$ cat src/rtl/axi_reg_slice_pkg.sv
// ----------------------------------------------------------------------------
// axi_noc_pkg
//
// Shared definitions for the AXI4 register slice on the NOC fabric:
//   - slice_mode_e  : per-channel slice flavour (bypass / full skid / light)
//   - slice_state_e : occupancy states of the full skid buffer
//   - AXI burst and response encodings
//   - helpers returning the packed payload width of each AXI channel
//
// Build option: AXI_REG_SLICE_PERF_EN (consumed by axi_slice_chan) enables
// the per-channel stall counters; this package is the same in both builds.
// ----------------------------------------------------------------------------
package axi_noc_pkg;

    typedef enum logic [1:0] {
        SLICE_BYPASS = 2'd0,
        SLICE_FULL   = 2'd1,
        SLICE_LIGHT  = 2'd2
    } slice_mode_e;

    typedef enum logic [1:0] {
        ST_EMPTY = 2'd0,
        ST_ONE   = 2'd1,
        ST_FULL  = 2'd2
    } slice_state_e;

    localparam logic [1:0] BURST_FIXED = 2'b00;
    localparam logic [1:0] BURST_INCR  = 2'b01;
    localparam logic [1:0] BURST_WRAP  = 2'b10;

    localparam logic [1:0] RESP_OKAY   = 2'b00;
    localparam logic [1:0] RESP_EXOKAY = 2'b01;
    localparam logic [1:0] RESP_SLVERR = 2'b10;
    localparam logic [1:0] RESP_DECERR = 2'b11;

    localparam int unsigned NUM_CHAN = 5;
    localparam int unsigned CNT_W    = 32;

    // AW and AR share one layout: id, addr, len, size(3), burst(2), lock(1),
    // cache(4), prot(3), qos(4), region(4).
    function automatic int unsigned axChanWidth(input int unsigned idW,
                                                input int unsigned addrW,
                                                input int unsigned lenW);
        return idW + addrW + lenW + 3 + 2 + 1 + 4 + 3 + 4 + 4;
    endfunction

    // W carries data, one strobe bit per byte and last.
    function automatic int unsigned wChanWidth(input int unsigned dataW);
        return dataW + (dataW / 8) + 1;
    endfunction

    // B carries id and resp.
    function automatic int unsigned bChanWidth(input int unsigned idW);
        return idW + 2;
    endfunction

    // R carries id, data, resp and last.
    function automatic int unsigned rChanWidth(input int unsigned idW,
                                               input int unsigned dataW);
        return idW + dataW + 2 + 1;
    endfunction

endpackage

$ cat src/rtl/axi_reg_slice_if.sv
// ----------------------------------------------------------------------------
// axi_reg_slice_if
//
// Full AXI4 signal bundle (AW, W, B, AR, R) with configurable widths.
//   master modport : drives AW/W/AR payload+valid, bready, rready
//   slave  modport : drives awready, wready, arready, B and R payload+valid
// The register slice uses the slave modport towards the upstream master and
// the master modport towards the downstream slave.
// ----------------------------------------------------------------------------
interface axi_reg_slice_if #(
    parameter int unsigned ID_W   = 4,
    parameter int unsigned ADDR_W = 32,
    parameter int unsigned DATA_W = 32,
    parameter int unsigned LEN_W  = 8
);

    logic [ID_W-1:0]     awid;
    logic [ADDR_W-1:0]   awaddr;
    logic [LEN_W-1:0]    awlen;
    logic [2:0]          awsize;
    logic [1:0]          awburst;
    logic                awlock;
    logic [3:0]          awcache;
    logic [2:0]          awprot;
    logic [3:0]          awqos;
    logic [3:0]          awregion;
    logic                awvalid;
    logic                awready;

    logic [DATA_W-1:0]   wdata;
    logic [DATA_W/8-1:0] wstrb;
    logic                wlast;
    logic                wvalid;
    logic                wready;

    logic [ID_W-1:0]     bid;
    logic [1:0]          bresp;
    logic                bvalid;
    logic                bready;

    logic [ID_W-1:0]     arid;
    logic [ADDR_W-1:0]   araddr;
    logic [LEN_W-1:0]    arlen;
    logic [2:0]          arsize;
    logic [1:0]          arburst;
    logic                arlock;
    logic [3:0]          arcache;
    logic [2:0]          arprot;
    logic [3:0]          arqos;
    logic [3:0]          arregion;
    logic                arvalid;
    logic                arready;

    logic [ID_W-1:0]     rid;
    logic [DATA_W-1:0]   rdata;
    logic [1:0]          rresp;
    logic                rlast;
    logic                rvalid;
    logic                rready;

    modport master (
        output awid, awaddr, awlen, awsize, awburst, awlock, awcache, awprot,
               awqos, awregion, awvalid,
        input  awready,
        output wdata, wstrb, wlast, wvalid,
        input  wready,
        input  bid, bresp, bvalid,
        output bready,
        output arid, araddr, arlen, arsize, arburst, arlock, arcache, arprot,
               arqos, arregion, arvalid,
        input  arready,
        input  rid, rdata, rresp, rlast, rvalid,
        output rready
    );

    modport slave (
        input  awid, awaddr, awlen, awsize, awburst, awlock, awcache, awprot,
               awqos, awregion, awvalid,
        output awready,
        input  wdata, wstrb, wlast, wvalid,
        output wready,
        output bid, bresp, bvalid,
        input  bready,
        input  arid, araddr, arlen, arsize, arburst, arlock, arcache, arprot,
               arqos, arregion, arvalid,
        output arready,
        output rid, rdata, rresp, rlast, rvalid,
        input  rready
    );

endinterface

$ cat src/rtl/axi_reg_slice_chan.sv
// ----------------------------------------------------------------------------
// axi_slice_chan
//
// One valid/ready register slice carrying an opaque packed payload.
//   MODE 0 (bypass) : pure wires, always reports empty
//   MODE 1 (full)   : main + skid entry, 1 beat/cycle, fully registered
//   MODE 2 (light)  : single entry, ready = !valid, 1 beat per 2 cycles
//   other           : elaboration $fatal
//
// Ports:
//   clk, rst      clock, asynchronous active-high reset
//   srcValid_i    source valid            srcReady_o   source ready
//   srcData_i     source payload
//   sinkValid_o   sink valid              sinkReady_i  sink ready
//   sinkData_o    sink payload
//   empty_o       slice holds no beat
//   stallCnt_o    cycles with sink valid && !sink ready (saturating)
//
// Build option: AXI_REG_SLICE_PERF_EN adds the stall counter flops;
// without it stallCnt_o is tied to zero.
// ----------------------------------------------------------------------------
module axi_slice_chan
    import axi_noc_pkg::*;
#(
    parameter int unsigned WIDTH = 8,
    parameter int unsigned MODE  = 1
) (
    input  logic             clk,
    input  logic             rst,
    input  logic             srcValid_i,
    output logic             srcReady_o,
    input  logic [WIDTH-1:0] srcData_i,
    output logic             sinkValid_o,
    input  logic             sinkReady_i,
    output logic [WIDTH-1:0] sinkData_o,
    output logic             empty_o,
    output logic [31:0]      stallCnt_o
);

    localparam slice_mode_e ModeE = slice_mode_e'(MODE[1:0]);

    generate
        if (MODE > 32'd2) begin : gIllegal
            $fatal(1, "axi_slice_chan: MODE %0d is not a legal slice mode", MODE);
            assign srcReady_o  = 1'b0;
            assign sinkValid_o = 1'b0;
            assign sinkData_o  = '0;
            assign empty_o     = 1'b1;
        end else if (ModeE == SLICE_BYPASS) begin : gBypass
            logic unusedBypass;
            assign unusedBypass = ^{clk, rst};
            assign srcReady_o   = sinkReady_i;
            assign sinkValid_o  = srcValid_i;
            assign sinkData_o   = srcData_i;
            assign empty_o      = 1'b1;
        end else if (ModeE == SLICE_FULL) begin : gFull
            slice_state_e     state_q, state_d;
            logic [WIDTH-1:0] mainData_q, mainData_d;
            logic [WIDTH-1:0] skidData_q, skidData_d;
            logic             srcAccept, sinkAccept;

            // Both handshake outputs come straight from the state flop, so
            // neither valid nor ready has a combinational path through us.
            assign srcReady_o  = (state_q != ST_FULL);
            assign sinkValid_o = (state_q != ST_EMPTY);
            assign sinkData_o  = mainData_q;
            assign empty_o     = (state_q == ST_EMPTY);
            assign srcAccept   = srcValid_i && srcReady_o;
            assign sinkAccept  = sinkValid_o && sinkReady_i;

            // Main always holds the oldest beat; skid only fills when a beat
            // arrives while main is stalled, which keeps ordering trivial.
            always_comb begin
                state_d    = state_q;
                mainData_d = mainData_q;
                skidData_d = skidData_q;
                case (state_q)
                    ST_EMPTY: begin
                        if (srcAccept) begin
                            state_d    = ST_ONE;
                            mainData_d = srcData_i;
                        end
                    end
                    ST_ONE: begin
                        if (srcAccept && sinkAccept) begin
                            mainData_d = srcData_i;
                        end else if (srcAccept) begin
                            state_d    = ST_FULL;
                            skidData_d = srcData_i;
                        end else if (sinkAccept) begin
                            state_d    = ST_EMPTY;
                        end
                    end
                    ST_FULL: begin
                        if (sinkAccept) begin
                            state_d    = ST_ONE;
                            mainData_d = skidData_q;
                        end
                    end
                    default: begin
                        state_d = ST_EMPTY;
                    end
                endcase
            end

            always_ff @(posedge clk or posedge rst) begin
                if (rst) begin
                    state_q <= ST_EMPTY;
                end else begin
                    state_q <= state_d;
                end
            end

            // Payload is only meaningful while valid, so it needs no reset.
            always_ff @(posedge clk) begin
                mainData_q <= mainData_d;
                skidData_q <= skidData_d;
            end
        end else begin : gLight
            logic             valid_q, valid_d;
            logic [WIDTH-1:0] data_q, data_d;
            logic             srcAccept, sinkAccept;

            // A single entry that refuses new beats while occupied: the
            // price of no combinational path is half throughput.
            assign srcReady_o  = !valid_q;
            assign sinkValid_o = valid_q;
            assign sinkData_o  = data_q;
            assign empty_o     = !valid_q;
            assign srcAccept   = srcValid_i && srcReady_o;
            assign sinkAccept  = sinkValid_o && sinkReady_i;

            always_comb begin
                valid_d = valid_q;
                data_d  = data_q;
                if (srcAccept) begin
                    valid_d = 1'b1;
                    data_d  = srcData_i;
                end else if (sinkAccept) begin
                    valid_d = 1'b0;
                end
            end

            always_ff @(posedge clk or posedge rst) begin
                if (rst) begin
                    valid_q <= 1'b0;
                end else begin
                    valid_q <= valid_d;
                end
            end

            always_ff @(posedge clk) begin
                data_q <= data_d;
            end
        end
    endgenerate

`ifdef AXI_REG_SLICE_PERF_EN
    logic [31:0] stallCnt_q, stallCnt_d;

    // Count sink-side backpressure cycles; hold at all-ones instead of
    // wrapping so a long-running stall never reads as a small number.
    always_comb begin
        stallCnt_d = stallCnt_q;
        if (sinkValid_o && !sinkReady_i && (stallCnt_q != 32'hFFFF_FFFF)) begin
            stallCnt_d = stallCnt_q + 32'd1;
        end
    end

    always_ff @(posedge clk or posedge rst) begin
        if (rst) begin
            stallCnt_q <= '0;
        end else begin
            stallCnt_q <= stallCnt_d;
        end
    end

    assign stallCnt_o = stallCnt_q;
`else
    assign stallCnt_o = '0;
`endif

endmodule

$ cat src/rtl/axi_reg_slice.sv
// ----------------------------------------------------------------------------
// axi_reg_slice
//
// AXI4 register slice between an upstream master (s) and a downstream slave
// (m). Each of AW, W, B, AR, R is one axi_slice_chan whose mode is chosen by
// the matching *_MODE parameter (0 bypass, 1 full skid, 2 light).
//
// Ports:
//   axi_clk         clock, all state on the rising edge
//   axi_rst         asynchronous active-high reset
//   s               slave modport facing the upstream master
//   m               master modport facing the downstream slave
//   idle            registered: high when every registered slice is empty
//   perf_stall_cnt  5 x 32-bit stall counters, [AW,W,B,AR,R] from the LSB
//
// Build option: AXI_REG_SLICE_PERF_EN enables the stall counters; otherwise
// perf_stall_cnt reads zero. The port list is the same either way.
// ----------------------------------------------------------------------------
module axi_reg_slice
    import axi_noc_pkg::*;
#(
    parameter int unsigned ID_W    = 4,
    parameter int unsigned ADDR_W  = 32,
    parameter int unsigned DATA_W  = 32,
    parameter int unsigned LEN_W   = 8,
    parameter int unsigned AW_MODE = 1,
    parameter int unsigned W_MODE  = 1,
    parameter int unsigned B_MODE  = 1,
    parameter int unsigned AR_MODE = 1,
    parameter int unsigned R_MODE  = 1
) (
    input  logic                      axi_clk,
    input  logic                      axi_rst,
    axi_reg_slice_if.slave            s,
    axi_reg_slice_if.master           m,
    output logic                      idle,
    output logic [NUM_CHAN*CNT_W-1:0] perf_stall_cnt
);

    localparam int unsigned AX_PW = axChanWidth(ID_W, ADDR_W, LEN_W);
    localparam int unsigned W_PW  = wChanWidth(DATA_W);
    localparam int unsigned B_PW  = bChanWidth(ID_W);
    localparam int unsigned R_PW  = rChanWidth(ID_W, DATA_W);

    // Bypass channels are wires, so their accepts must not disturb idle.
    localparam logic [4:0] SLICED = {R_MODE != 0, AR_MODE != 0, B_MODE != 0,
                                     W_MODE != 0, AW_MODE != 0};

    generate
        if ((DATA_W % 8) != 0) begin : gBadDataW
            $fatal(1, "axi_reg_slice: DATA_W %0d is not a multiple of 8", DATA_W);
        end
    endgenerate

    logic [AX_PW-1:0] awSrc, awSink, arSrc, arSink;
    logic [W_PW-1:0]  wSrc, wSink;
    logic [B_PW-1:0]  bSrc, bSink;
    logic [R_PW-1:0]  rSrc, rSink;
    logic [31:0]      awCnt, wCnt, bCnt, arCnt, rCnt;
    logic [4:0]       chanEmpty;
    logic [4:0]       chanAccept;
    logic             idle_q, idle_d;

    assign awSrc = {s.awid, s.awaddr, s.awlen, s.awsize, s.awburst, s.awlock,
                    s.awcache, s.awprot, s.awqos, s.awregion};
    assign {m.awid, m.awaddr, m.awlen, m.awsize, m.awburst, m.awlock,
            m.awcache, m.awprot, m.awqos, m.awregion} = awSink;

    assign wSrc = {s.wdata, s.wstrb, s.wlast};
    assign {m.wdata, m.wstrb, m.wlast} = wSink;

    assign bSrc = {m.bid, m.bresp};
    assign {s.bid, s.bresp} = bSink;

    assign arSrc = {s.arid, s.araddr, s.arlen, s.arsize, s.arburst, s.arlock,
                    s.arcache, s.arprot, s.arqos, s.arregion};
    assign {m.arid, m.araddr, m.arlen, m.arsize, m.arburst, m.arlock,
            m.arcache, m.arprot, m.arqos, m.arregion} = arSink;

    assign rSrc = {m.rid, m.rdata, m.rresp, m.rlast};
    assign {s.rid, s.rdata, s.rresp, s.rlast} = rSink;

    axi_slice_chan #(.WIDTH(AX_PW), .MODE(AW_MODE)) uAwSlice (
        .clk(axi_clk), .rst(axi_rst),
        .srcValid_i(s.awvalid), .srcReady_o(s.awready), .srcData_i(awSrc),
        .sinkValid_o(m.awvalid), .sinkReady_i(m.awready), .sinkData_o(awSink),
        .empty_o(chanEmpty[0]), .stallCnt_o(awCnt)
    );

    axi_slice_chan #(.WIDTH(W_PW), .MODE(W_MODE)) uWSlice (
        .clk(axi_clk), .rst(axi_rst),
        .srcValid_i(s.wvalid), .srcReady_o(s.wready), .srcData_i(wSrc),
        .sinkValid_o(m.wvalid), .sinkReady_i(m.wready), .sinkData_o(wSink),
        .empty_o(chanEmpty[1]), .stallCnt_o(wCnt)
    );

    axi_slice_chan #(.WIDTH(B_PW), .MODE(B_MODE)) uBSlice (
        .clk(axi_clk), .rst(axi_rst),
        .srcValid_i(m.bvalid), .srcReady_o(m.bready), .srcData_i(bSrc),
        .sinkValid_o(s.bvalid), .sinkReady_i(s.bready), .sinkData_o(bSink),
        .empty_o(chanEmpty[2]), .stallCnt_o(bCnt)
    );

    axi_slice_chan #(.WIDTH(AX_PW), .MODE(AR_MODE)) uArSlice (
        .clk(axi_clk), .rst(axi_rst),
        .srcValid_i(s.arvalid), .srcReady_o(s.arready), .srcData_i(arSrc),
        .sinkValid_o(m.arvalid), .sinkReady_i(m.arready), .sinkData_o(arSink),
        .empty_o(chanEmpty[3]), .stallCnt_o(arCnt)
    );

    axi_slice_chan #(.WIDTH(R_PW), .MODE(R_MODE)) uRSlice (
        .clk(axi_clk), .rst(axi_rst),
        .srcValid_i(m.rvalid), .srcReady_o(m.rready), .srcData_i(rSrc),
        .sinkValid_o(s.rvalid), .sinkReady_i(s.rready), .sinkData_o(rSink),
        .empty_o(chanEmpty[4]), .stallCnt_o(rCnt)
    );

    assign perf_stall_cnt = {rCnt, arCnt, bCnt, wCnt, awCnt};

    assign chanAccept = {m.rvalid && m.rready, s.arvalid && s.arready,
                         m.bvalid && m.bready, s.wvalid && s.wready,
                         s.awvalid && s.awready};

    // Looking at the accepts as well as the occupancy lets idle fall in the
    // cycle right after a beat enters, not one cycle later.
    always_comb begin
        idle_d = (&chanEmpty) && !(|(chanAccept & SLICED));
    end

    always_ff @(posedge axi_clk or posedge axi_rst) begin
        if (axi_rst) begin
            idle_q <= 1'b1;
        end else begin
            idle_q <= idle_d;
        end
    end

    assign idle = idle_q;

endmodule
$ cat src/flat_wrapper.sv
// flat-port wrapper written by rule: the top's interface ports become plain ports
module axi_reg_slice_flat import axi_noc_pkg::*;
#(
    parameter int unsigned ID_W    = 4,
    parameter int unsigned ADDR_W  = 32,
    parameter int unsigned DATA_W  = 32,
    parameter int unsigned LEN_W   = 8,
    parameter int unsigned AW_MODE = 1,
    parameter int unsigned W_MODE  = 1,
    parameter int unsigned B_MODE  = 1,
    parameter int unsigned AR_MODE = 1,
    parameter int unsigned R_MODE  = 1
)
  (axi_clk, axi_rst, idle, perf_stall_cnt, s_awid, s_awaddr, s_awlen, s_awsize, s_awburst, s_awlock, s_awcache, s_awprot, s_awqos, s_awregion, s_awvalid, s_awready, s_wdata, s_wstrb, s_wlast, s_wvalid, s_wready, s_bid, s_bresp, s_bvalid, s_bready, s_arid, s_araddr, s_arlen, s_arsize, s_arburst, s_arlock, s_arcache, s_arprot, s_arqos, s_arregion, s_arvalid, s_arready, s_rid, s_rdata, s_rresp, s_rlast, s_rvalid, s_rready, m_awid, m_awaddr, m_awlen, m_awsize, m_awburst, m_awlock, m_awcache, m_awprot, m_awqos, m_awregion, m_awvalid, m_awready, m_wdata, m_wstrb, m_wlast, m_wvalid, m_wready, m_bid, m_bresp, m_bvalid, m_bready, m_arid, m_araddr, m_arlen, m_arsize, m_arburst, m_arlock, m_arcache, m_arprot, m_arqos, m_arregion, m_arvalid, m_arready, m_rid, m_rdata, m_rresp, m_rlast, m_rvalid, m_rready);
  axi_reg_slice_if #(.ID_W(ID_W), .ADDR_W(ADDR_W), .DATA_W(DATA_W), .LEN_W(LEN_W)) s_i ();
  axi_reg_slice_if #(.ID_W(ID_W), .ADDR_W(ADDR_W), .DATA_W(DATA_W), .LEN_W(LEN_W)) m_i ();
  input  logic axi_clk;
  input  logic axi_rst;
  output logic idle;
  output logic [NUM_CHAN*CNT_W-1:0] perf_stall_cnt;
  input wire logic [$bits(s_i.awid)-1:0] s_awid;
  input wire logic [$bits(s_i.awaddr)-1:0] s_awaddr;
  input wire logic [$bits(s_i.awlen)-1:0] s_awlen;
  input wire logic [$bits(s_i.awsize)-1:0] s_awsize;
  input wire logic [$bits(s_i.awburst)-1:0] s_awburst;
  input wire logic [$bits(s_i.awlock)-1:0] s_awlock;
  input wire logic [$bits(s_i.awcache)-1:0] s_awcache;
  input wire logic [$bits(s_i.awprot)-1:0] s_awprot;
  input wire logic [$bits(s_i.awqos)-1:0] s_awqos;
  input wire logic [$bits(s_i.awregion)-1:0] s_awregion;
  input wire logic [$bits(s_i.awvalid)-1:0] s_awvalid;
  output wire logic [$bits(s_i.awready)-1:0] s_awready;
  input wire logic [$bits(s_i.wdata)-1:0] s_wdata;
  input wire logic [$bits(s_i.wstrb)-1:0] s_wstrb;
  input wire logic [$bits(s_i.wlast)-1:0] s_wlast;
  input wire logic [$bits(s_i.wvalid)-1:0] s_wvalid;
  output wire logic [$bits(s_i.wready)-1:0] s_wready;
  output wire logic [$bits(s_i.bid)-1:0] s_bid;
  output wire logic [$bits(s_i.bresp)-1:0] s_bresp;
  output wire logic [$bits(s_i.bvalid)-1:0] s_bvalid;
  input wire logic [$bits(s_i.bready)-1:0] s_bready;
  input wire logic [$bits(s_i.arid)-1:0] s_arid;
  input wire logic [$bits(s_i.araddr)-1:0] s_araddr;
  input wire logic [$bits(s_i.arlen)-1:0] s_arlen;
  input wire logic [$bits(s_i.arsize)-1:0] s_arsize;
  input wire logic [$bits(s_i.arburst)-1:0] s_arburst;
  input wire logic [$bits(s_i.arlock)-1:0] s_arlock;
  input wire logic [$bits(s_i.arcache)-1:0] s_arcache;
  input wire logic [$bits(s_i.arprot)-1:0] s_arprot;
  input wire logic [$bits(s_i.arqos)-1:0] s_arqos;
  input wire logic [$bits(s_i.arregion)-1:0] s_arregion;
  input wire logic [$bits(s_i.arvalid)-1:0] s_arvalid;
  output wire logic [$bits(s_i.arready)-1:0] s_arready;
  output wire logic [$bits(s_i.rid)-1:0] s_rid;
  output wire logic [$bits(s_i.rdata)-1:0] s_rdata;
  output wire logic [$bits(s_i.rresp)-1:0] s_rresp;
  output wire logic [$bits(s_i.rlast)-1:0] s_rlast;
  output wire logic [$bits(s_i.rvalid)-1:0] s_rvalid;
  input wire logic [$bits(s_i.rready)-1:0] s_rready;
  output wire logic [$bits(m_i.awid)-1:0] m_awid;
  output wire logic [$bits(m_i.awaddr)-1:0] m_awaddr;
  output wire logic [$bits(m_i.awlen)-1:0] m_awlen;
  output wire logic [$bits(m_i.awsize)-1:0] m_awsize;
  output wire logic [$bits(m_i.awburst)-1:0] m_awburst;
  output wire logic [$bits(m_i.awlock)-1:0] m_awlock;
  output wire logic [$bits(m_i.awcache)-1:0] m_awcache;
  output wire logic [$bits(m_i.awprot)-1:0] m_awprot;
  output wire logic [$bits(m_i.awqos)-1:0] m_awqos;
  output wire logic [$bits(m_i.awregion)-1:0] m_awregion;
  output wire logic [$bits(m_i.awvalid)-1:0] m_awvalid;
  input wire logic [$bits(m_i.awready)-1:0] m_awready;
  output wire logic [$bits(m_i.wdata)-1:0] m_wdata;
  output wire logic [$bits(m_i.wstrb)-1:0] m_wstrb;
  output wire logic [$bits(m_i.wlast)-1:0] m_wlast;
  output wire logic [$bits(m_i.wvalid)-1:0] m_wvalid;
  input wire logic [$bits(m_i.wready)-1:0] m_wready;
  input wire logic [$bits(m_i.bid)-1:0] m_bid;
  input wire logic [$bits(m_i.bresp)-1:0] m_bresp;
  input wire logic [$bits(m_i.bvalid)-1:0] m_bvalid;
  output wire logic [$bits(m_i.bready)-1:0] m_bready;
  output wire logic [$bits(m_i.arid)-1:0] m_arid;
  output wire logic [$bits(m_i.araddr)-1:0] m_araddr;
  output wire logic [$bits(m_i.arlen)-1:0] m_arlen;
  output wire logic [$bits(m_i.arsize)-1:0] m_arsize;
  output wire logic [$bits(m_i.arburst)-1:0] m_arburst;
  output wire logic [$bits(m_i.arlock)-1:0] m_arlock;
  output wire logic [$bits(m_i.arcache)-1:0] m_arcache;
  output wire logic [$bits(m_i.arprot)-1:0] m_arprot;
  output wire logic [$bits(m_i.arqos)-1:0] m_arqos;
  output wire logic [$bits(m_i.arregion)-1:0] m_arregion;
  output wire logic [$bits(m_i.arvalid)-1:0] m_arvalid;
  input wire logic [$bits(m_i.arready)-1:0] m_arready;
  input wire logic [$bits(m_i.rid)-1:0] m_rid;
  input wire logic [$bits(m_i.rdata)-1:0] m_rdata;
  input wire logic [$bits(m_i.rresp)-1:0] m_rresp;
  input wire logic [$bits(m_i.rlast)-1:0] m_rlast;
  input wire logic [$bits(m_i.rvalid)-1:0] m_rvalid;
  output wire logic [$bits(m_i.rready)-1:0] m_rready;
  assign s_i.awid = s_awid;
  assign s_i.awaddr = s_awaddr;
  assign s_i.awlen = s_awlen;
  assign s_i.awsize = s_awsize;
  assign s_i.awburst = s_awburst;
  assign s_i.awlock = s_awlock;
  assign s_i.awcache = s_awcache;
  assign s_i.awprot = s_awprot;
  assign s_i.awqos = s_awqos;
  assign s_i.awregion = s_awregion;
  assign s_i.awvalid = s_awvalid;
  assign s_awready = s_i.awready;
  assign s_i.wdata = s_wdata;
  assign s_i.wstrb = s_wstrb;
  assign s_i.wlast = s_wlast;
  assign s_i.wvalid = s_wvalid;
  assign s_wready = s_i.wready;
  assign s_bid = s_i.bid;
  assign s_bresp = s_i.bresp;
  assign s_bvalid = s_i.bvalid;
  assign s_i.bready = s_bready;
  assign s_i.arid = s_arid;
  assign s_i.araddr = s_araddr;
  assign s_i.arlen = s_arlen;
  assign s_i.arsize = s_arsize;
  assign s_i.arburst = s_arburst;
  assign s_i.arlock = s_arlock;
  assign s_i.arcache = s_arcache;
  assign s_i.arprot = s_arprot;
  assign s_i.arqos = s_arqos;
  assign s_i.arregion = s_arregion;
  assign s_i.arvalid = s_arvalid;
  assign s_arready = s_i.arready;
  assign s_rid = s_i.rid;
  assign s_rdata = s_i.rdata;
  assign s_rresp = s_i.rresp;
  assign s_rlast = s_i.rlast;
  assign s_rvalid = s_i.rvalid;
  assign s_i.rready = s_rready;
  assign m_awid = m_i.awid;
  assign m_awaddr = m_i.awaddr;
  assign m_awlen = m_i.awlen;
  assign m_awsize = m_i.awsize;
  assign m_awburst = m_i.awburst;
  assign m_awlock = m_i.awlock;
  assign m_awcache = m_i.awcache;
  assign m_awprot = m_i.awprot;
  assign m_awqos = m_i.awqos;
  assign m_awregion = m_i.awregion;
  assign m_awvalid = m_i.awvalid;
  assign m_i.awready = m_awready;
  assign m_wdata = m_i.wdata;
  assign m_wstrb = m_i.wstrb;
  assign m_wlast = m_i.wlast;
  assign m_wvalid = m_i.wvalid;
  assign m_i.wready = m_wready;
  assign m_i.bid = m_bid;
  assign m_i.bresp = m_bresp;
  assign m_i.bvalid = m_bvalid;
  assign m_bready = m_i.bready;
  assign m_arid = m_i.arid;
  assign m_araddr = m_i.araddr;
  assign m_arlen = m_i.arlen;
  assign m_arsize = m_i.arsize;
  assign m_arburst = m_i.arburst;
  assign m_arlock = m_i.arlock;
  assign m_arcache = m_i.arcache;
  assign m_arprot = m_i.arprot;
  assign m_arqos = m_i.arqos;
  assign m_arregion = m_i.arregion;
  assign m_arvalid = m_i.arvalid;
  assign m_i.arready = m_arready;
  assign m_i.rid = m_rid;
  assign m_i.rdata = m_rdata;
  assign m_i.rresp = m_rresp;
  assign m_i.rlast = m_rlast;
  assign m_i.rvalid = m_rvalid;
  assign m_rready = m_i.rready;
  axi_reg_slice #(.ID_W(ID_W), .ADDR_W(ADDR_W), .DATA_W(DATA_W), .LEN_W(LEN_W), .AW_MODE(AW_MODE), .W_MODE(W_MODE), .B_MODE(B_MODE), .AR_MODE(AR_MODE), .R_MODE(R_MODE)) u_core (.axi_clk(axi_clk), .axi_rst(axi_rst), .s(s_i), .m(m_i), .idle(idle), .perf_stall_cnt(perf_stall_cnt));
endmodule
$ cat config.mk
export PLATFORM = sky130hd
export DESIGN_NAME = axi_reg_slice_flat
export DESIGN_NICKNAME = d
export VERILOG_FILES = /design/src/rtl/axi_reg_slice_pkg.sv /design/src/rtl/axi_reg_slice_if.sv /design/src/rtl/axi_reg_slice_chan.sv /design/src/rtl/axi_reg_slice.sv /design/src/flat_wrapper.sv
export SDC_FILE = /design/constraint.sdc
export NUM_CORES = 1
export LEC_CHECK = 0
export ABC_AREA = 1
export CORE_AREA = 2 2 237 239
export DETAILED_ROUTE_END_ITERATION = 10
export DIE_AREA = 0 0 239 241
export GPL_ROUTABILITY_DRIVEN = 0
export HOLD_SLACK_MARGIN = 0.15
export PLACE_DENSITY = 0.68
export SLEW_MARGIN = 15
export SYNTH_ARGS = -nofsm -noshare
export SYNTH_HDL_FRONTEND = slang
export SYNTH_SLANG_ARGS = --single-unit
$ cat constraint.sdc
create_clock -name axi_clk -period 6.2 [get_ports axi_clk]
set_input_delay 1.24 -clock axi_clk [delete_from_list [all_inputs] [get_ports axi_clk]]
set_output_delay 1.24 -clock axi_clk [all_outputs]
set_load 0.01 [all_outputs]
==> results of run 1 <==
-- Yosys cell counts --
library cell  number
a21oi_1            4
a21oi_4            1
buf_1              3
buf_2             18
buf_4            160
buf_6             10
clkbuf_1          27
conb_1             1
dfrtp_1           10
dfstp_2            1
edfxtp_1         424
inv_1             89
inv_2              1
nand2_1          433
nand3_1          107
nand3b_1           1
nand4_1            2
nor2_1            20
nor3_1             2
o211ai_1           1
o21ai_0            9
o21ai_1           45
o21ai_2           18
o31ai_1            2
or2_1              1
or2_2              1
-- cell families (layout without fill, tap and decap cells) --
| logic type | Yosys count | after routing | synth area share, % |
|---|---|---|---|
| other | 1 | 160 | 0.0213 |
| buffers and inverters | 308 | 641 | 10.5 |
| flip-flops | 435 | 435 | 73.8 |
| AO/OA/AOI/OAI | 80 | 80 | 2.76 |
| AND/OR/NAND/NOR | 567 | 567 | 12.9 |
-- path summary, 6_finish.rpt --
check | cells after the start | from | to | slack [ps]
worst max-delay path | 3 | u_core.uArSlice.gFull.state_q[1] | s_arready | 2510
worst min-delay path | 2 | u_core.uBSlice.gFull.skidData_q[4] | u_core.uBSlice.sinkData_o[4] | 510
worst max register to register | 5 | u_core.uArSlice.gFull.state_q[1] | u_core.uArSlice.gFull.skidData_q[13] | 3110
worst min register to register | 2 | u_core.uBSlice.gFull.skidData_q[4] | u_core.uBSlice.sinkData_o[4] | 510
max in group asynchronous | 2 | axi_rst | u_core.uArSlice.gFull.state_q[1] | 4480
min in group asynchronous | 2 | axi_rst | u_core.uRSlice.gFull.state_q[0] | 1130
-- registers in the layout (all words and copies together) (netlist names) --
signal	flops
u_core.uArSlice.gFull.state_q	2
u_core.uBSlice.gFull.skidData_q	6
u_core.uArSlice.gFull.skidData_q	65
u_core.uArSlice.sinkData_o	65
u_core.uAwSlice.gFull.skidData_q	65
u_core.uAwSlice.sinkData_o	65
u_core.uRSlice.gFull.skidData_q	39
u_core.uWSlice.gFull.skidData_q	37
u_core.uWSlice.sinkData_o	37
u_core.idle	1
u_core.uAwSlice.gFull.state_q	2
u_core.uBSlice.gFull.state_q	2
u_core.uRSlice.sinkData_o	39
u_core.uBSlice.sinkData_o	6
u_core.uRSlice.gFull.state_q	2
u_core.uWSlice.gFull.state_q	2
-- critical path, cell delays in order, from the launching register on --
cell and delay (ps):
dfrtp_2 790, buf_4 480, nand2_2 100, clkdlybuf4s50_1 500
-- per-layer routing --
layer  track usage (%)  wire (um)
met1              17.0      17100
met2              23.2      20900
met3              4.40       3830
met4              5.78       1410
met5                 0          0
-- cell type report --
| type | count | area (um2) |
|---|---|---|
| repair buffers | 463 | 4610 |
| flip-flops and latches | 435 | 13000 |
| well taps | 704 | 881 |
| multi-input cells | 807 | 3420 |
| clock inverters | 28 | 248 |
| fillers | 4945 | 31100 |
| inverters | 90 | 338 |
| clock buffers | 60 | 1280 |
-- power groups by stage --
stage / Sequential [mW] / Combinational [mW] / Clock [mW]
global placement: 3.88 / 1.49 / 0
floorplan: 4.00 / 0.610 / 0
finish: 3.83 / 1.50 / 2.75
CTS: 3.84 / 1.52 / 2.84
detailed placement: 3.89 / 1.51 / 0
global route: 3.86 / 1.63 / 2.95
-- through the flow --
stage	instance area (um2)	setup WS (ps)	total power [mW]
CTS	23800	2270	8.19
global placement	22200	2480	5.37
global route	23800	2360	8.44
detailed placement	22200	2370	5.40
floorplan	18200	1500	4.61
finish	23800	2510	8.08
==> report_table.html, run 1 <==
<table>
<tr><th>Metric</th><th>Value</th></tr>
<tr><th colspan="2">Detailed routing</th></tr>
<tr><td>First-pass DRT Iterations</td><td>5</td></tr>
<tr><td>Iter 0 DRT Violations</td><td>654</td></tr>
<tr><td>Overall routed net length</td><td>between 40000 and 50000 um</td></tr>
<tr><td>Mean number of vias per cell</td><td>~4.3</td></tr>
<tr><td>Post-route DRC</td><td>0</td></tr>
<tr><td>Average routed wire per standard cell</td><td>about 17 um</td></tr>
<tr><td>Vias</td><td>about 11000</td></tr>
<tr><td>Remaining number of nets flagged by the antenna check after routing</td><td>0</td></tr>
<tr><th colspan="2">Clocking</th></tr>
<tr><td>Insertion delay to the later sink of the worst-skew pair</td><td>about 570 ps</td></tr>
<tr><td>Library cell used as clock root buffer</td><td>clkbuf_16</td></tr>
<tr><td>H-tree depth</td><td>2</td></tr>
<tr><td>Clock tree from TritonCTS</td><td>done</td></tr>
<tr><td>Number of buffers added by the clock tree synthesis step</td><td>between 40 and 50</td></tr>
<tr><td># Post-CTS Setup Buffers</td><td>0</td></tr>
<tr><td>Hold Buf Count CTS</td><td>0</td></tr>
<tr><td>Maximum clock path buffer count</td><td>3</td></tr>
<tr><td>Number of sinks handled by clock tree synthesis</td><td>between 400 and 500</td></tr>
<tr><td>Clock transition at the registers of the reported paths</td><td>roughly 60 ps</td></tr>
<tr><td>Post-CTS sizing</td><td>0</td></tr>
<tr><th colspan="2">Timing</th></tr>
<tr><td>Fmax</td><td>0.271 GHz</td></tr>
<tr><td>Count of endpoints failing setup in the final report</td><td>0</td></tr>
<tr><td>Headroom to the max-slew limit</td><td>around 28%</td></tr>
<tr><td>Hold slack</td><td>approximately 510 ps</td></tr>
<tr><td>Count of final max-slew check failures</td><td>0</td></tr>
<tr><td>Post-route minimum period</td><td>between 3000 and 4000 ps</td></tr>
<tr><td>Post-route clock period utilization</td><td>roughly 60%</td></tr>
<tr><td>Least-Margin Pin Slew</td><td>1080 ps</td></tr>
<tr><td>Setup TNS</td><td>0 ps</td></tr>
<tr><td>Hold violation count in the final report</td><td>0</td></tr>
<tr><td>Setup Skew</td><td>16.5 ps</td></tr>
<tr><td>Setup repair after global routing missed its margin</td><td>false</td></tr>
<tr><th colspan="2">Global routing</th></tr>
<tr><td>Via count of the first global-routing pass</td><td>around 11000</td></tr>
<tr><td>Congestion Overflow GR</td><td>0</td></tr>
<tr><td>GRT Resource Usage Total</td><td>around 14%</td></tr>
<tr><td>First-pass GRT wire length</td><td>between 60000 and 70000 um</td></tr>
<tr><td>Antenna violations before repair</td><td>0</td></tr>
<tr><td>Largest net degree at the start of global routing</td><td>between 70 and 80</td></tr>
<tr><th colspan="2">Yosys</th></tr>
<tr><td>Post-Synthesis Cell Area</td><td>~18000 um2</td></tr>
<tr><td>Synth unique cells</td><td>26</td></tr>
<tr><td>Post-synthesis register bit count</td><td>~440</td></tr>
<tr><td>Synth top area share</td><td>72.2%</td></tr>
<tr><td>Largest area contributor in the synthesized netlist</td><td>edfxtp_1</td></tr>
<tr><td>Post-synthesis cell count</td><td>between 1000 and 1500</td></tr>
<tr><td>Seq/Total Area, Yosys</td><td>73.8%</td></tr>
<tr><td>Top cells by area, synth</td><td>edfxtp_1 72%, nand2_1 9.2%, buf_4 6.8%, nand3_1 3.0%, inv_1 1.9%</td></tr>
<tr><td>Yosys warnings</td><td>0</td></tr>
<tr><td>Syn_area_per_cell</td><td>12.7 um2</td></tr>
<tr><th colspan="2">Layout</th></tr>
<tr><td>Antenna Cells</td><td>0</td></tr>
<tr><td>Fraction of layout cells with a size suffix above 1</td><td>between 6 and 7%</td></tr>
<tr><td>Area added between synthesis and finish</td><td>34.9%</td></tr>
<tr><td>Most frequent cells in the layout</td><td>446 x clkdlybuf4s50_1, 432 x nand2_1, 424 x edfxtp_1</td></tr>
<tr><td>Most common cell after layout, fill and taps aside</td><td>clkdlybuf4s50_1</td></tr>
<tr><td>Core Util, Final</td><td>around 43%</td></tr>
<tr><td>Number of nets in the finished design</td><td>roughly 2100</td></tr>
<tr><td>Fin cells</td><td>between 2000 and 3000</td></tr>
<tr><th colspan="2">Pwr</th></tr>
<tr><td>PwrDens</td><td>between 300 and 400 nW/um2</td></tr>
<tr><td>Power share of the clock group</td><td>34.1%</td></tr>
<tr><td>Flop pwr share</td><td>between 40% and 50%</td></tr>
<tr><td>Fraction of power spent switching nets</td><td>26.0%</td></tr>
<tr><td>Maximum vdd ir drop</td><td>0.000205 V</td></tr>
<tr><td>Standby leakage power</td><td>approximately 9.4 nW</td></tr>
<tr><td>Proportion of power drawn by combinational gates</td><td>between 10% and 20%</td></tr>
<tr><td>Power dissipated by switching net loads</td><td>2.11 mW</td></tr>
<tr><td>Internal power consumption</td><td>5.98 mW</td></tr>
<tr><th colspan="2">Die</th></tr>
<tr><td>Initial core utilization</td><td>32.1%</td></tr>
<tr><td>Area of the die</td><td>57600 um2</td></tr>
<tr><td>Die height</td><td>approximately 240 um</td></tr>
<tr><td>Number of placed I/O pins</td><td>roughly 610</td></tr>
<tr><td>Width of the chip</td><td>around 240 um</td></tr>
<tr><td>Number of cell rows</td><td>between 80 and 90</td></tr>
<tr><td>Area of the core</td><td>54900 um2</td></tr>
<tr><th colspan="2">Critical path</th></tr>
<tr><td>Critical setup path kind</td><td>reg -&gt; out</td></tr>
<tr><td>Data arrival, critical path</td><td>between 2000 and 2500 ps</td></tr>
<tr><td>Worst EP required</td><td>slightly below 5000 ps</td></tr>
<tr><td>Kind of start point of the critical path</td><td>register</td></tr>
<tr><td>Setup crit end kind</td><td>output port</td></tr>
<tr><td>Maximum fanout count along the critical path</td><td>38</td></tr>
<tr><th colspan="2">Placement</th></tr>
<tr><td>Placed cells</td><td>~2500</td></tr>
<tr><td>Number of input and output port buffers inserted</td><td>446</td></tr>
<tr><td>DP HPWL</td><td>~30000 um</td></tr>
<tr><th colspan="2">Run</th></tr>
<tr><td>Number of max-cap violations</td><td>0</td></tr>
<tr><th colspan="2">Run status</th></tr>
<tr><td>Status</td><td>completed</td></tr>
<tr><th colspan="2">Min path</th></tr>
<tr><td>Worst hold path class</td><td>reg -&gt; reg</td></tr>
</table>
(Power assumes the default switching activity.)
==> run 2: changes to the inputs <==
PLACE_DENSITY = 0.7   (was 0.68)
clock period = 3.3 ns   (was 6.2 ns; I/O delays follow)
==> report_table.html, run 2 (same netlist as run 1, synthesis figures left out) <==
<table>
<tr><th>Metric</th><th>Value</th></tr>
<tr><th colspan="2">Run status</th></tr>
<tr><td>Status</td><td>completed</td></tr>
<tr><th colspan="2">Layout</th></tr>
<tr><td>Fin cells</td><td>~2600</td></tr>
<tr><td>Number of nets in the finished design</td><td>just over 2000</td></tr>
<tr><td>Storage element area</td><td>13000 um2</td></tr>
<tr><td>Most frequent cells in the layout</td><td>446 x clkdlybuf4s50_1, 432 x nand2_1, 424 x edfxtp_1</td></tr>
<tr><td>Fraction of layout cells with a size suffix above 1</td><td>under 10%</td></tr>
<tr><td>Number of fillers in the final layout</td><td>4929</td></tr>
<tr><td>Area added between synthesis and finish</td><td>34.8%</td></tr>
<tr><td>Most common cell after layout, fill and taps aside</td><td>clkdlybuf4s50_1</td></tr>
<tr><td>Multi-input gate area in the final layout</td><td>approximately 3400 um2</td></tr>
<tr><th colspan="2">Min path</th></tr>
<tr><td>Worst hold path endpoint</td><td>u_core.uWSlice.sinkData_o[28]</td></tr>
<tr><td>Worst Hold Launch</td><td>u_core.uWSlice.gFull.skidData_q[28]</td></tr>
<tr><td>Worst hold path depth</td><td>2</td></tr>
<tr><td>Worst hold path class</td><td>reg -&gt; reg</td></tr>
<tr><th colspan="2">Timing</th></tr>
<tr><td>Setup Skew</td><td>about 17 ps</td></tr>
<tr><td>Hold violation count in the final report</td><td>0</td></tr>
<tr><td>Fmax</td><td>approximately 0.35 GHz</td></tr>
<tr><td>Headroom to the max-slew limit</td><td>a little under a third</td></tr>
<tr><td>Post-route clock period utilization</td><td>between 80% and 90%</td></tr>
<tr><td>Count of final max-slew check failures</td><td>0</td></tr>
<tr><td>Least-Margin Pin Slew</td><td>around 1000 ps</td></tr>
<tr><td>Setup TNS</td><td>0 ps</td></tr>
<tr><td>Setup repair after global routing missed its margin</td><td>false</td></tr>
<tr><td>Count of endpoints failing setup in the final report</td><td>0</td></tr>
<tr><td>Post-route minimum period</td><td>2850 ps</td></tr>
<tr><th colspan="2">Die</th></tr>
<tr><td>Area of the die</td><td>57600 um2</td></tr>
<tr><td>Number of placed I/O pins</td><td>around 600</td></tr>
<tr><td>Die height</td><td>241 um</td></tr>
<tr><td>Initial core utilization</td><td>between 30% and 40%</td></tr>
<tr><td>Area of the core</td><td>between 50000 and 60000 um2</td></tr>
<tr><td>Width of the chip</td><td>between 200 and 250 um</td></tr>
<tr><td>Number of cell rows</td><td>86</td></tr>
<tr><th colspan="2">Clocking</th></tr>
<tr><td>Library cell used as clock root buffer</td><td>clkbuf_16</td></tr>
<tr><td>H-tree depth</td><td>2</td></tr>
<tr><td>Number of buffers added by the clock tree synthesis step</td><td>between 40 and 50</td></tr>
<tr><td>Hold Buf Count CTS</td><td>0</td></tr>
<tr><td>Number of sinks handled by clock tree synthesis</td><td>roughly 440</td></tr>
<tr><td>Insertion delay to the later sink of the worst-skew pair</td><td>roughly 570 ps</td></tr>
<tr><td># Post-CTS Setup Buffers</td><td>0</td></tr>
<tr><td>Clock transition at the registers of the reported paths</td><td>60 ps</td></tr>
<tr><td>Clock tree from TritonCTS</td><td>done</td></tr>
<tr><td>Post-CTS sizing</td><td>0</td></tr>
<tr><td>Maximum clock path buffer count</td><td>3</td></tr>
<tr><th colspan="2">Detailed routing</th></tr>
<tr><td>First-pass DRT Iterations</td><td>5</td></tr>
<tr><td>Vias</td><td>about 11000</td></tr>
<tr><td>Mean number of vias per cell</td><td>around 4.3</td></tr>
<tr><td>Overall routed net length</td><td>44400 um</td></tr>
<tr><td>Post-route DRC</td><td>0</td></tr>
<tr><td>Remaining number of nets flagged by the antenna check after routing</td><td>0</td></tr>
<tr><td>Iter 0 DRT Violations</td><td>between 500 and 600</td></tr>
<tr><td>Average routed wire per standard cell</td><td>17.2 um</td></tr>
<tr><th colspan="2">Placement</th></tr>
<tr><td>Placed cells</td><td>between 2000 and 3000</td></tr>
<tr><td>DP HPWL</td><td>about 32000 um</td></tr>
<tr><td>Number of input and output port buffers inserted</td><td>between 400 and 500</td></tr>
<tr><th colspan="2">Global routing</th></tr>
<tr><td>Largest net degree at the start of global routing</td><td>approximately 110</td></tr>
<tr><td>First-pass GRT wire length</td><td>approximately 63000 um</td></tr>
<tr><td>GRT Resource Usage Total</td><td>~15%</td></tr>
<tr><td>Via count of the first global-routing pass</td><td>approximately 11000</td></tr>
<tr><td>Congestion Overflow GR</td><td>0</td></tr>
<tr><td>Antenna violations before repair</td><td>9</td></tr>
<tr><th colspan="2">Critical path</th></tr>
<tr><td>Critical setup path kind</td><td>reg -&gt; out</td></tr>
<tr><td>Worst EP required</td><td>2640 ps</td></tr>
<tr><td>Ordered list of cells on the worst path</td><td>nor2_1, inv_1, clkdlybuf4s50_1</td></tr>
<tr><td>Slowest-stage cell, CP</td><td>dfrtp_2</td></tr>
<tr><td>Peak per-stage delay on the critical path</td><td>slightly above 600 ps</td></tr>
<tr><td>Maximum fanout count along the critical path</td><td>30</td></tr>
<tr><td>Kind of start point of the critical path</td><td>register</td></tr>
<tr><td>Critical register-to-register path startpoint</td><td>u_core.uArSlice.gFull.state_q[1]</td></tr>
<tr><td>Critical path launch point</td><td>u_core.uArSlice.gFull.state_q[1]</td></tr>
<tr><td>Setup crit end kind</td><td>output port</td></tr>
<tr><td>Data arrival, critical path</td><td>2190 ps</td></tr>
<tr><td>Worst setup slack for register-to-register paths</td><td>~800 ps</td></tr>
<tr><td>Depth of the most critical reg-to-reg path</td><td>4</td></tr>
<tr><td>R2r endpoint</td><td>u_core.uArSlice.gFull.skidData_q[63]</td></tr>
<tr><th colspan="2">Pwr</th></tr>
<tr><td>Standby leakage power</td><td>approximately 9.4 nW</td></tr>
<tr><td>PwrDens</td><td>634 nW/um2</td></tr>
<tr><td>Maximum vdd ir drop</td><td>0.000447 V</td></tr>
<tr><th colspan="2">Run</th></tr>
<tr><td>Number of max-cap violations</td><td>0</td></tr>
</table>
-- run 2: cell types whose count changed in the layout (fill, tap and decap cells not counted), sizes merged --
cell | before | now
clkinvlp | 0 | 2
buf | 17 | 20
clkbuf | 60 | 55
clkinv | 22 | 18
diode | 0 | 1
-- run 2: worst max-delay path, delay by kind of cell, from the launching register on --
family                 cells  cell delay, ps
buffers and inverters      2             570
DFF                        1             610
and+or+nand+nor            1             440
-- run 2: layout make-up --
cell class              instances  share of cell area [%]
diodes                          1                  0.0105
clock buffers                  55                    4.99
clock inverters                26                    1.09
inverters                      90                    1.42
multi-input cells             807                    14.4
flip-flops and latches        435                    54.8
well taps                     704                    3.71
repair buffers                466                    19.6
-- run 2: how the worst max path moves through the flow --
stage | depth (start not counted) | endpoint | slack (ps)
finish | 3 | m_arvalid | 450
detailed placement | 6 | u_core.uArSlice.gFull.skidData_q[63] | 240
floorplan | 4 | u_core.uArSlice.gFull.skidData_q[0] | 270
global placement | 6 | u_core.uArSlice.gFull.skidData_q[63] | 290
CTS | 3 | m_arvalid | 400
global route | 3 | m_awvalid | 340
-- run 2: report_power, final --
group / internal [mW] / total, mW / switching, mW / leakage (nW)
clock network: 2.88 / 5.01 / 2.13 / 0.703
registers: 6.95 / 7.19 / 0.246 / 4.11
logic: 1.26 / 2.86 / 1.60 / 4.59
total: 11.1 / 15.1 / 3.98 / 9.40
-- run 2: stage by stage --
stage                     hold WS [ps]  cell area (um2)  worst slack [ps]  total power, mW  utilization (%)
after detailed placement           495            22300               243             10.2             40.7
after global routing               524            23800               339             15.7             43.3
after floorplan                    458            18200               270             8.64                -
final                              501            23800               450             15.1             43.3
after CTS                          498            23800               404             15.3             43.3
after global placement             472            22300               295             10.1             40.7
-- run 2: per-layer routing --
layer  part of all wire (%)  GRT usage [%]
met1                     38           16.6
met2                     50           25.5
met3                    9.5           4.86
met4                    2.6           4.94
met5                   0.21              0
